<file path="src/rtl/pipelined_control.sv">
// Pipelined LEGv8 control unit: decodes in ID, carries control through ID/EX, EX/MEM
// and MEM/WB, and owns the flags, branch resolution, load-use stall and forwarding.
module pipelined_control #(
  parameter int REG_W   = 5,
  parameter int ALUOP_W = 3,
  parameter int FLAG_W  = 4
) (
  input  logic               clk,
  input  logic               reset_n,
  input  logic [10:0]        id_opcode,
  input  logic [REG_W-1:0]   id_rn,
  input  logic [REG_W-1:0]   id_rm,
  input  logic [REG_W-1:0]   id_rd,
  input  logic               id_valid,
  input  logic [FLAG_W-1:0]  ex_flags,
  output logic [ALUOP_W+4:0] ex_ctrl,
  output logic [2:0]         mem_ctrl,
  output logic [1:0]         wb_ctrl,
  output logic [REG_W-1:0]   wb_rd,
  output logic               id_reg2loc,
  output logic [1:0]         fwd_a,
  output logic [1:0]         fwd_b,
  output logic               br_taken,
  output logic               uncond_br,
  output logic               stall,
  output logic               illegal_op,
  output logic [FLAG_W-1:0]  reg_flags
);

  localparam logic [REG_W-1:0] XZR = '1;
  localparam int SF = ALUOP_W;  // storeFlags position inside the EX bundle

  typedef enum logic [1:0] {BR_NONE, BR_B, BR_CBZ, BR_BLT} brType_e;

  typedef struct packed {
    logic memWrite;
    logic memRead;
    logic xferByte;
  } memCtl_t;

  typedef struct packed {
    logic regWrite;
    logic memToReg;
  } wbCtl_t;

  // exBits = {ALUSrc, ChooseImm, ChooseMovk, ChooseMovz, storeFlags, ALUOp}
  typedef struct packed {
    logic [ALUOP_W+4:0] exBits;
    memCtl_t            mem;
    wbCtl_t             wb;
    logic               illegal;
    brType_e            br;
  } exCtl_t;

  exCtl_t idCtl, exCtl;
  logic   idReg2loc;

  always_comb begin
    // NOTE: defaults first so every path assigns every bit: no latches, no x controls.
    idCtl     = '0;
    idReg2loc = 1'b0;
    casez (id_opcode)
      11'b000101?????: idCtl.br = BR_B;
      11'b10110100???: idCtl.br = BR_CBZ;
      11'b01010100???: idCtl.br = BR_BLT;
      11'b10101011000: begin
        idCtl.exBits      = {5'b00001, ALUOP_W'(2)};
        idCtl.wb.regWrite = 1'b1;
        idReg2loc         = 1'b1;
      end
      11'b11101011000: begin
        idCtl.exBits      = {5'b00001, ALUOP_W'(3)};
        idCtl.wb.regWrite = 1'b1;
        idReg2loc         = 1'b1;
      end
      11'b1001000100?: begin
        idCtl.exBits      = {5'b11000, ALUOP_W'(2)};
        idCtl.wb.regWrite = 1'b1;
      end
      11'b11111000010, 11'b00111000010: begin
        idCtl.exBits       = {5'b10000, ALUOP_W'(2)};
        idCtl.mem.memRead  = 1'b1;
        idCtl.mem.xferByte = ~id_opcode[10];
        idCtl.wb           = '{regWrite: 1'b1, memToReg: 1'b1};
      end
      11'b11111000000, 11'b00111000000: begin
        idCtl.exBits       = {5'b10000, ALUOP_W'(2)};
        idCtl.mem.memWrite = 1'b1;
        idCtl.mem.xferByte = ~id_opcode[10];
      end
      11'b111100101??: begin
        idCtl.exBits      = {5'b10100, ALUOP_W'(0)};
        idCtl.wb.regWrite = 1'b1;
      end
      11'b110100101??: begin
        idCtl.exBits      = {5'b10010, ALUOP_W'(0)};
        idCtl.wb.regWrite = 1'b1;
      end
      default: idCtl.illegal = 1'b1;
    endcase
  end

  logic             exValid, memValid, wbValid;
  logic [REG_W-1:0] exRd, exRn, exSecond, memRd, wbRd;
  memCtl_t          memCtl;
  wbCtl_t           memWb, wbCtl;
  logic [REG_W-1:0] idSecond;
  logic             loadUse, bubbleEx, memFwd, wbFwd;

  assign id_reg2loc = id_valid & idReg2loc;
  assign idSecond   = id_reg2loc ? id_rm : id_rd;

  always_comb begin
    br_taken = 1'b0;
    if (exValid) begin
      unique case (exCtl.br)
        BR_B:    br_taken = 1'b1;
        BR_CBZ:  br_taken = ex_flags[2];
        BR_BLT:  br_taken = reg_flags[3] ^ reg_flags[1];
        default: br_taken = 1'b0;
      endcase
    end
  end

  assign uncond_br = exValid & (exCtl.br == BR_B);
  assign loadUse   = exValid & exCtl.mem.memRead & (exRd != XZR) &
                     ((exRd == id_rn) | (exRd == idSecond));
  // A taken branch squashes the dependent instruction anyway, so it wins over the stall.
  assign stall     = loadUse & ~br_taken;
  assign bubbleEx  = stall | br_taken;

  // NOTE: state is updated with non-blocking assignments so every stage samples old values.
  always_ff @(posedge clk or negedge reset_n) begin
    if (!reset_n) begin
      exValid   <= 1'b0;
      exCtl     <= '0;
      exRd      <= '0;
      exRn      <= '0;
      exSecond  <= '0;
      memValid  <= 1'b0;
      memCtl    <= '0;
      memWb     <= '0;
      memRd     <= '0;
      wbValid   <= 1'b0;
      wbCtl     <= '0;
      wbRd      <= '0;
      reg_flags <= '0;
    end else begin
      if (bubbleEx || !id_valid) begin
        exValid <= 1'b0;
        exCtl   <= '0;
      end else begin
        exValid <= 1'b1;
        exCtl   <= idCtl;
      end
      exRd     <= id_rd;
      exRn     <= id_rn;
      exSecond <= idSecond;
      memValid <= exValid;
      memCtl   <= exCtl.mem;
      memWb    <= exCtl.wb;
      memRd    <= exRd;
      wbValid  <= memValid;
      wbCtl    <= memWb;
      wbRd     <= memRd;
      if (exValid && exCtl.exBits[SF]) reg_flags <= ex_flags;
    end
  end

  assign ex_ctrl    = exValid ? exCtl.exBits : '0;
  assign mem_ctrl   = memValid ? memCtl : '0;
  assign wb_ctrl    = wbValid ? wbCtl : '0;
  assign wb_rd      = wbValid ? wbRd : '0;
  assign illegal_op = exValid & exCtl.illegal;

  assign memFwd = memValid & memWb.regWrite & (memRd != XZR);
  assign wbFwd  = wbValid & wbCtl.regWrite & (wbRd != XZR);

  always_comb begin
    fwd_a = 2'b00;
    fwd_b = 2'b00;
    if (memFwd && memRd == exRn)        fwd_a = 2'b10;
    else if (wbFwd && wbRd == exRn)     fwd_a = 2'b01;
    if (memFwd && memRd == exSecond)    fwd_b = 2'b10;
    else if (wbFwd && wbRd == exSecond) fwd_b = 2'b01;
  end

endmodule

</file>
<file path="config.mk">
export PLATFORM = sky130hd
export DESIGN_NAME = pipelined_control
export DESIGN_NICKNAME = d
export VERILOG_FILES = /design/src/rtl/pipelined_control.sv
export SDC_FILE = /design/constraint.sdc
export NUM_CORES = 1
export LEC_CHECK = 0
export BUFFER_PORTS_ARGS = -buffer_cell sky130_fd_sc_hd__buf_2
export CAP_MARGIN = 10
export CORE_MARGIN = 3
export CORE_UTILIZATION = 56
export DETAILED_ROUTE_END_ITERATION = 6
export PLACE_DENSITY = 0.82
export SYNTH_ARGS = -nofsm -noshare
export SYNTH_HDL_FRONTEND = slang
export SYNTH_SLANG_ARGS = --single-unit
</file>
<file path="constraint.sdc">
create_clock -name clk -period 2.45 [get_ports clk]
set_clock_uncertainty 0.1 [all_clocks]
set_input_delay 0.1225 -clock clk [delete_from_list [all_inputs] [get_ports clk]]
set_output_delay 0.1225 -clock clk [all_outputs]
set_load 0.03 [all_outputs]
</file>
## Yosys cells after proc, flatten, opt, wreduce, memory -nomap -nowiden

Cells that the tools add are included.

- Input port bits: 33
- Flip-flop bits (word level): 55
- RAM bits: 0
- Output and inout port bits: 31
- Latch bits: 0
- Memories kept: 0
- Memory bits (read-only): 0

- Divide/modulo/power cells: 0
- Equal/unequal tests: 24
- $mul: 0
- Muxes and demuxes: 21
- Shift-type cells: 0
- Order comparisons: 0
- Reduce and logical (&&, ||, !) cells: 13
- $add $sub $neg: 0
- Bitwise operators: 16

Operators by type and width:

| cell | count |
|---|---|
| $pmux 8 s6 | 1 |
| $eq 11x11->1 const B | 4 |
| $eq 5x5->1 | 6 |
| $eq 11x9->1 const B | 2 |
| $eq 9x9->1 const B | 2 |
| $mux 16 | 1 |
| $ne 5x5->1 const B | 3 |
| $reduce_or 12->1 | 1 |
| $and 1x1->1 | 11 |
| $eq 10x10->1 const B | 1 |
| $mux 1 | 10 |
| $mux 5 | 2 |
| $eq 8x7->1 const B | 1 |
| $eq 8x8->1 const B | 1 |
| $mux 8 | 1 |
| $reduce_or 7->1 | 1 |
| $eq 6x3->1 const B | 1 |
| $mux 2 | 3 |
| $pmux 2 s3 | 1 |
| $reduce_or 2->1 | 3 |
| $logic_and 1x1->1 | 5 |
| $eq 2x2->1 const B | 2 |
| $reduce_or 4->1 | 1 |
| $mux 3 | 1 |
| other kinds (7) | 9 |

## Logic depth before layout (Yosys ltp)

- Depth after elaboration: 12
- Gate-level depth with buffers: 7
- Depth with buffers taken out: 5

## Least setup slack after synthesis

No wires, ideal clock.

- Kind: reg-to-output
- From: reg wbValid
- To: out fwd_b[0]
- Path buffers: 0
- Cell stages (with the launch flop): 5
- Arrival: 2,275 ps
- Path slack: -47 ps
- Cell sequence: dfrtp_1 -> and2_1 -> o21ai_0 -> or4_1 -> nor4_1

- Cells in the longest elaborated chain, start to end: 5

Ends and longest elaborated chain:

| element | RTL line | RTL |
|---|---|---|
| start, declared | 103 | `logic exValid, memValid, wbValid;` |
| start signal, assigned | 163 | `wbValid <= memValid;` |
| $and 1x1->1 (2 in a row) | 177 | `assign wbFwd = wbValid & wbCtl.regWrite & (wbRd != XZR);` |
| $logic_and 1x1->1 | 185 | `else if (wbFwd && wbRd == exSecond) fwd_b = 2'b01;` |
| $mux 1 | 185 |  |
| $mux 2 | 184 | `if (memFwd && memRd == exSecond) fwd_b = 2'b10;` |
| end, declared | 22 | `output logic [1:0] fwd_b,` |

Every way passes these cells.

## Final worst setup path

- From: in id_opcode[1]
- To: out stall

- Cells in the longest elaborated chain, start to end: 9

Ends and longest elaborated chain:

| element | RTL line | RTL |
|---|---|---|
| start, declared | 10 | `input logic [10:0] id_opcode,` |
| $eq 11x11->1 | 62 | `casez (id_opcode)` |
| $reduce_or 2->1 (no source line) * | -- |  |
| $mux 1 * | 62 |  |
| $and 1x1->1 * | 110 | `assign id_reg2loc = id_valid & idReg2loc;` |
| $mux 5 * | 111 | `assign idSecond = id_reg2loc ? id_rm : id_rd;` |
| $eq 5x5->1 * | 127 | `((exRd == id_rn) \| (exRd == idSecond));` |
| $or 1x1->1 * | 127 |  |
| $and 1x1->1 * | 126 | `assign loadUse = exValid & exCtl.mem.memRead & (exRd != XZR) &` |
| $and 1x1->1 * | 129 | `assign stall = loadUse & ~br_taken;` |
| end, declared | 25 | `output logic stall,` |

Every way passes the cells marked *; elsewhere a longest branch is shown, timed or not.

==> flow_metrics.tcl <==
set metrics [dict create \
    die_w_um 71.6 \
    worstSetupStartpointType "input pin" \
    finalCritPeriodShare 0.957 \
    whs_ns 0.00921 \
    ys_seq_area_frac 0.539 \
    synth_top_family_by_area "simple AND/OR/NAND/NOR gates" \
    cts_buffers 5 \
    synth-simple-area-share 0.225 \
    dp_cells 313 \
    routed_via_density 5.31 \
    clk_pin_slew_ns 0.09 \
    hold_viol 0 \
    finalSetupViolCount 0 \
    worst_slack_ns 0.106 \
    path_max_fanout 6 \
    path_cells "dlygate4sd3_1 -> buf_2 -> and4bb_4 -> and4_2 -> nand4_4 -> a31oi_1 -> buf_2" \
    ir_drop_mv 0.427 \
    grt_first_pass_wirelength_um 8520 \
    post-route-drc-count 0 \
    drv_cap 0 \
    rows 23 \
    vias 1822 \
    start_util 0.590 \
    postPlaceCellArea_sq_um 2780 \
    reg2reg_from "exRd[0]" \
    die_area_sq_um 5130 \
    pwr-share-clk 0.289 \
    nFillCells 287 \
    antenna_found_initial 0 \
    ant_nets 0 \
    core_area_sq_um 4090 \
    cellPowerDensity_nw_per_um2 515 \
    netlist_top_cells_area "dfrtp_1 (54%), xor2_1 (9.1%), and2_1 (4.7%)" \
    report.final.slew_viol_count 0 \
    fin_cells 343 \
    gp_congestion 0.884 \
    yosysWarnings 0 \
    synth_flop_cell "dfrtp_1" \
    critPathTopFamily "buffers and inverters" \
    relSlewSlack 0.557 \
    final_util 0.757 \
    critPathMaxStageDelay_ns 0.54 \
    synthCells 201 \
    cp_common_cell "buf_2" \
    dp_hpwl_um 3730 \
    port_buffers 62 \
    synth_compound_area_frac 0.0379 \
    p_comb_frac 0.132 \
    diodes 0 \
    pin_count 64 \
    clk_path_buf_depth 2 \
    fmax_ghz 0.427 \
    seq_power_share 0.579 \
    final_area_sq_um 3090 \
    crit_type "in -> out" \
    synth_edf_count 0 \
    critPathSlowestCell "dlygate4sd3_1" \
    first_pass_iters 4 \
    endpoint_kind "output port" \
    crit_required_ns 2.23 \
    ys_seq_elements 52 \
    synthMuxAreaShare 0.0420 \
    htree_levels 2 \
    hold_class "in -> reg" \
    power_leakage_nw 1.52 \
    mappedNetlistArea_sq_um 2410 \
    yosysUniqueCellTypes 44 \
    worst-path-buf-inv 3 \
    status "completed" \
    p_sw_mw 0.405 \
    avgRoutedWirePerCell_um 14.8 \
    syn-num-nets 234 \
    clock-sinks 52 \
    first_global_vias 1789 \
    tightest_slew_ns 0.664 \
    syn_avg_cell_area_sq_um 12.0 \
    synth_area_leader_cell "dfrtp_1" \
    p_int_mw 1.19 \
    final_layout_size_suffix_gt1_frac 0.334 \
    cts_root_buf "clkbuf_8" \
    fp.dieH_um 71.6 \
    synth_top_area_share 0.539 \
    finalCriticalPeriod_ns 2.34 \
    wirelength_um 5080 \
    grt_util_all_layers 0.216 \
    cts_tree "built" \
    grt_max_degree 32 \
    hp-start "id_rm[0]" \
    drtIter0Drc 57 \
    synthArstFlopShare 1.00 \
    area_delta_synth_final_pct 28.2 \
    rsz0062_at_grt "false" \
    synth_fa_ha_area_frac 0 \
    place_ws_ns 0.563 \
    synth-xor-area-share 0.131 \
    power_mw 1.59 \
    overflow 0 \
    switching_share 0.255 \
    fin_setup_tns_ns 0 \
    arrival_ns 2.12 \
    layout.nets 325 \
    clk_latency_ns 0.29 \
    crit_start "id_opcode[1]" \
]
[path summary, 6_finish.rpt]
check | to | slack, ns | depth (start not counted)
setup reg to reg | exCtl[7] | 0.63 | 5
min in group asynchronous | wbCtl[1] | 0.29 | 2
hold reg to reg | memCtl[0] | 0.26 | 0
max in group asynchronous | exRn[0] | 1.33 | 3
setup / recovery | stall | 0.11 | 7
hold / removal | exSecond[0] | 0.009 | 2
[synth_stat cells, types with 2 or more instances]
| cell | count |
|---|---|
| and4_1 | 2 |
| nand3_1 | 8 |
| nor2_2 | 2 |
| buf_6 | 2 |
| nor4_1 | 5 |
| o21ai_0 | 2 |
| nand4_1 | 5 |
| a31oi_1 | 3 |
| and2_1 | 18 |
| nor3_2 | 2 |
| nor3_1 | 9 |
| xnor2_1 | 11 |
| inv_1 | 6 |
| mux2_2 | 9 |
| nand2_1 | 7 |
| a21oi_1 | 2 |
| dfrtp_1 | 52 |
| nor2_1 | 6 |
| xor2_1 | 25 |
[cell type report]
class                           count  area, sq um  area share
Sequential cell                    52         1300       0.421
Multi-Input combinational cell    139         1060       0.343
Timing Repair Buffer               87          553       0.179
Clock buffer                        5         68.8      0.0222
Tap cell                           50         62.6      0.0202
Inverter                            7         26.3     0.00850
Clock inverter                      3         18.8     0.00607
[power by group through the flow]
| stage | Combinational (mW) | Clock, mW | Sequential [mW] |
|---|---|---|---|
| floorplan | 0.0983 | 0 | 0.937 |
| global placement | 0.179 | 0 | 0.936 |
| detailed placement | 0.183 | 0 | 0.938 |
| CTS | 0.210 | 0.478 | 0.921 |
| global route | 0.232 | 0.508 | 0.927 |
| finish | 0.210 | 0.460 | 0.922 |
[layer usage]
| metal | track usage | vias up | share of wire |
|---|---|---|---|
| met1 | 0.279 | 872 | 0.41 |
| li1 | - | 877 | - |
| met4 | 0.0814 | 0 | 0.023 |
| met5 | 0 | - | 0 |
| met3 | 0.0393 | 11 | 0.055 |
| met2 | 0.362 | 62 | 0.51 |
[placed cells by master (no fill, tap or decap), drive strengths merged, types with 2 or more instances in the layout]
master / instances
buf: 65
dfrtp: 52
xor2: 25
dlygate4sd3: 22
and2: 18
xnor2: 11
nor3: 11
mux2: 9
nand3: 9
nor2: 8
nand2: 7
inv: 7
nand4: 6
clkbuf: 5
nor4: 5
a31oi: 4
a21oi: 3
clkinv: 3
o21ai: 2
nor3b: 2
and4: 2
nand4b: 2
nor2b: 2
[repair_timing]
action | in CTS | in global routing
hold buffers | 22 | 0
setup endpoints to repair | 0 | 1
setup buffers | 0 | 0
hold endpoints to repair | 50 | 0
resized for setup | 0 | 1
[kinds of logic after synthesis]
logic type      Yosys count
other cells               1
flops                    52
mux                       9
simple gates             81
compound gates           12
buf+inv                  10
xor+xnor                 36
[sequential cells by signal, summed over array words and instances, names as in the netlist, 2 cells and up]
register   flops
exRd           5
wbCtl          2
exSecond       5
reg_flags      4
exRn           5
exCtl         14
memRd          5
wbRd           5
memCtl         3
[worst reg2reg max path, stage by stage (launching register included)]
cell,delay (ns)
dfrtp_1,0.48
and3_1,0.21
a31oi_2,0.14
nand4_1,0.22
nand3_2,0.14
nor4_1,0.39
(Power assumes the default switching activity.)
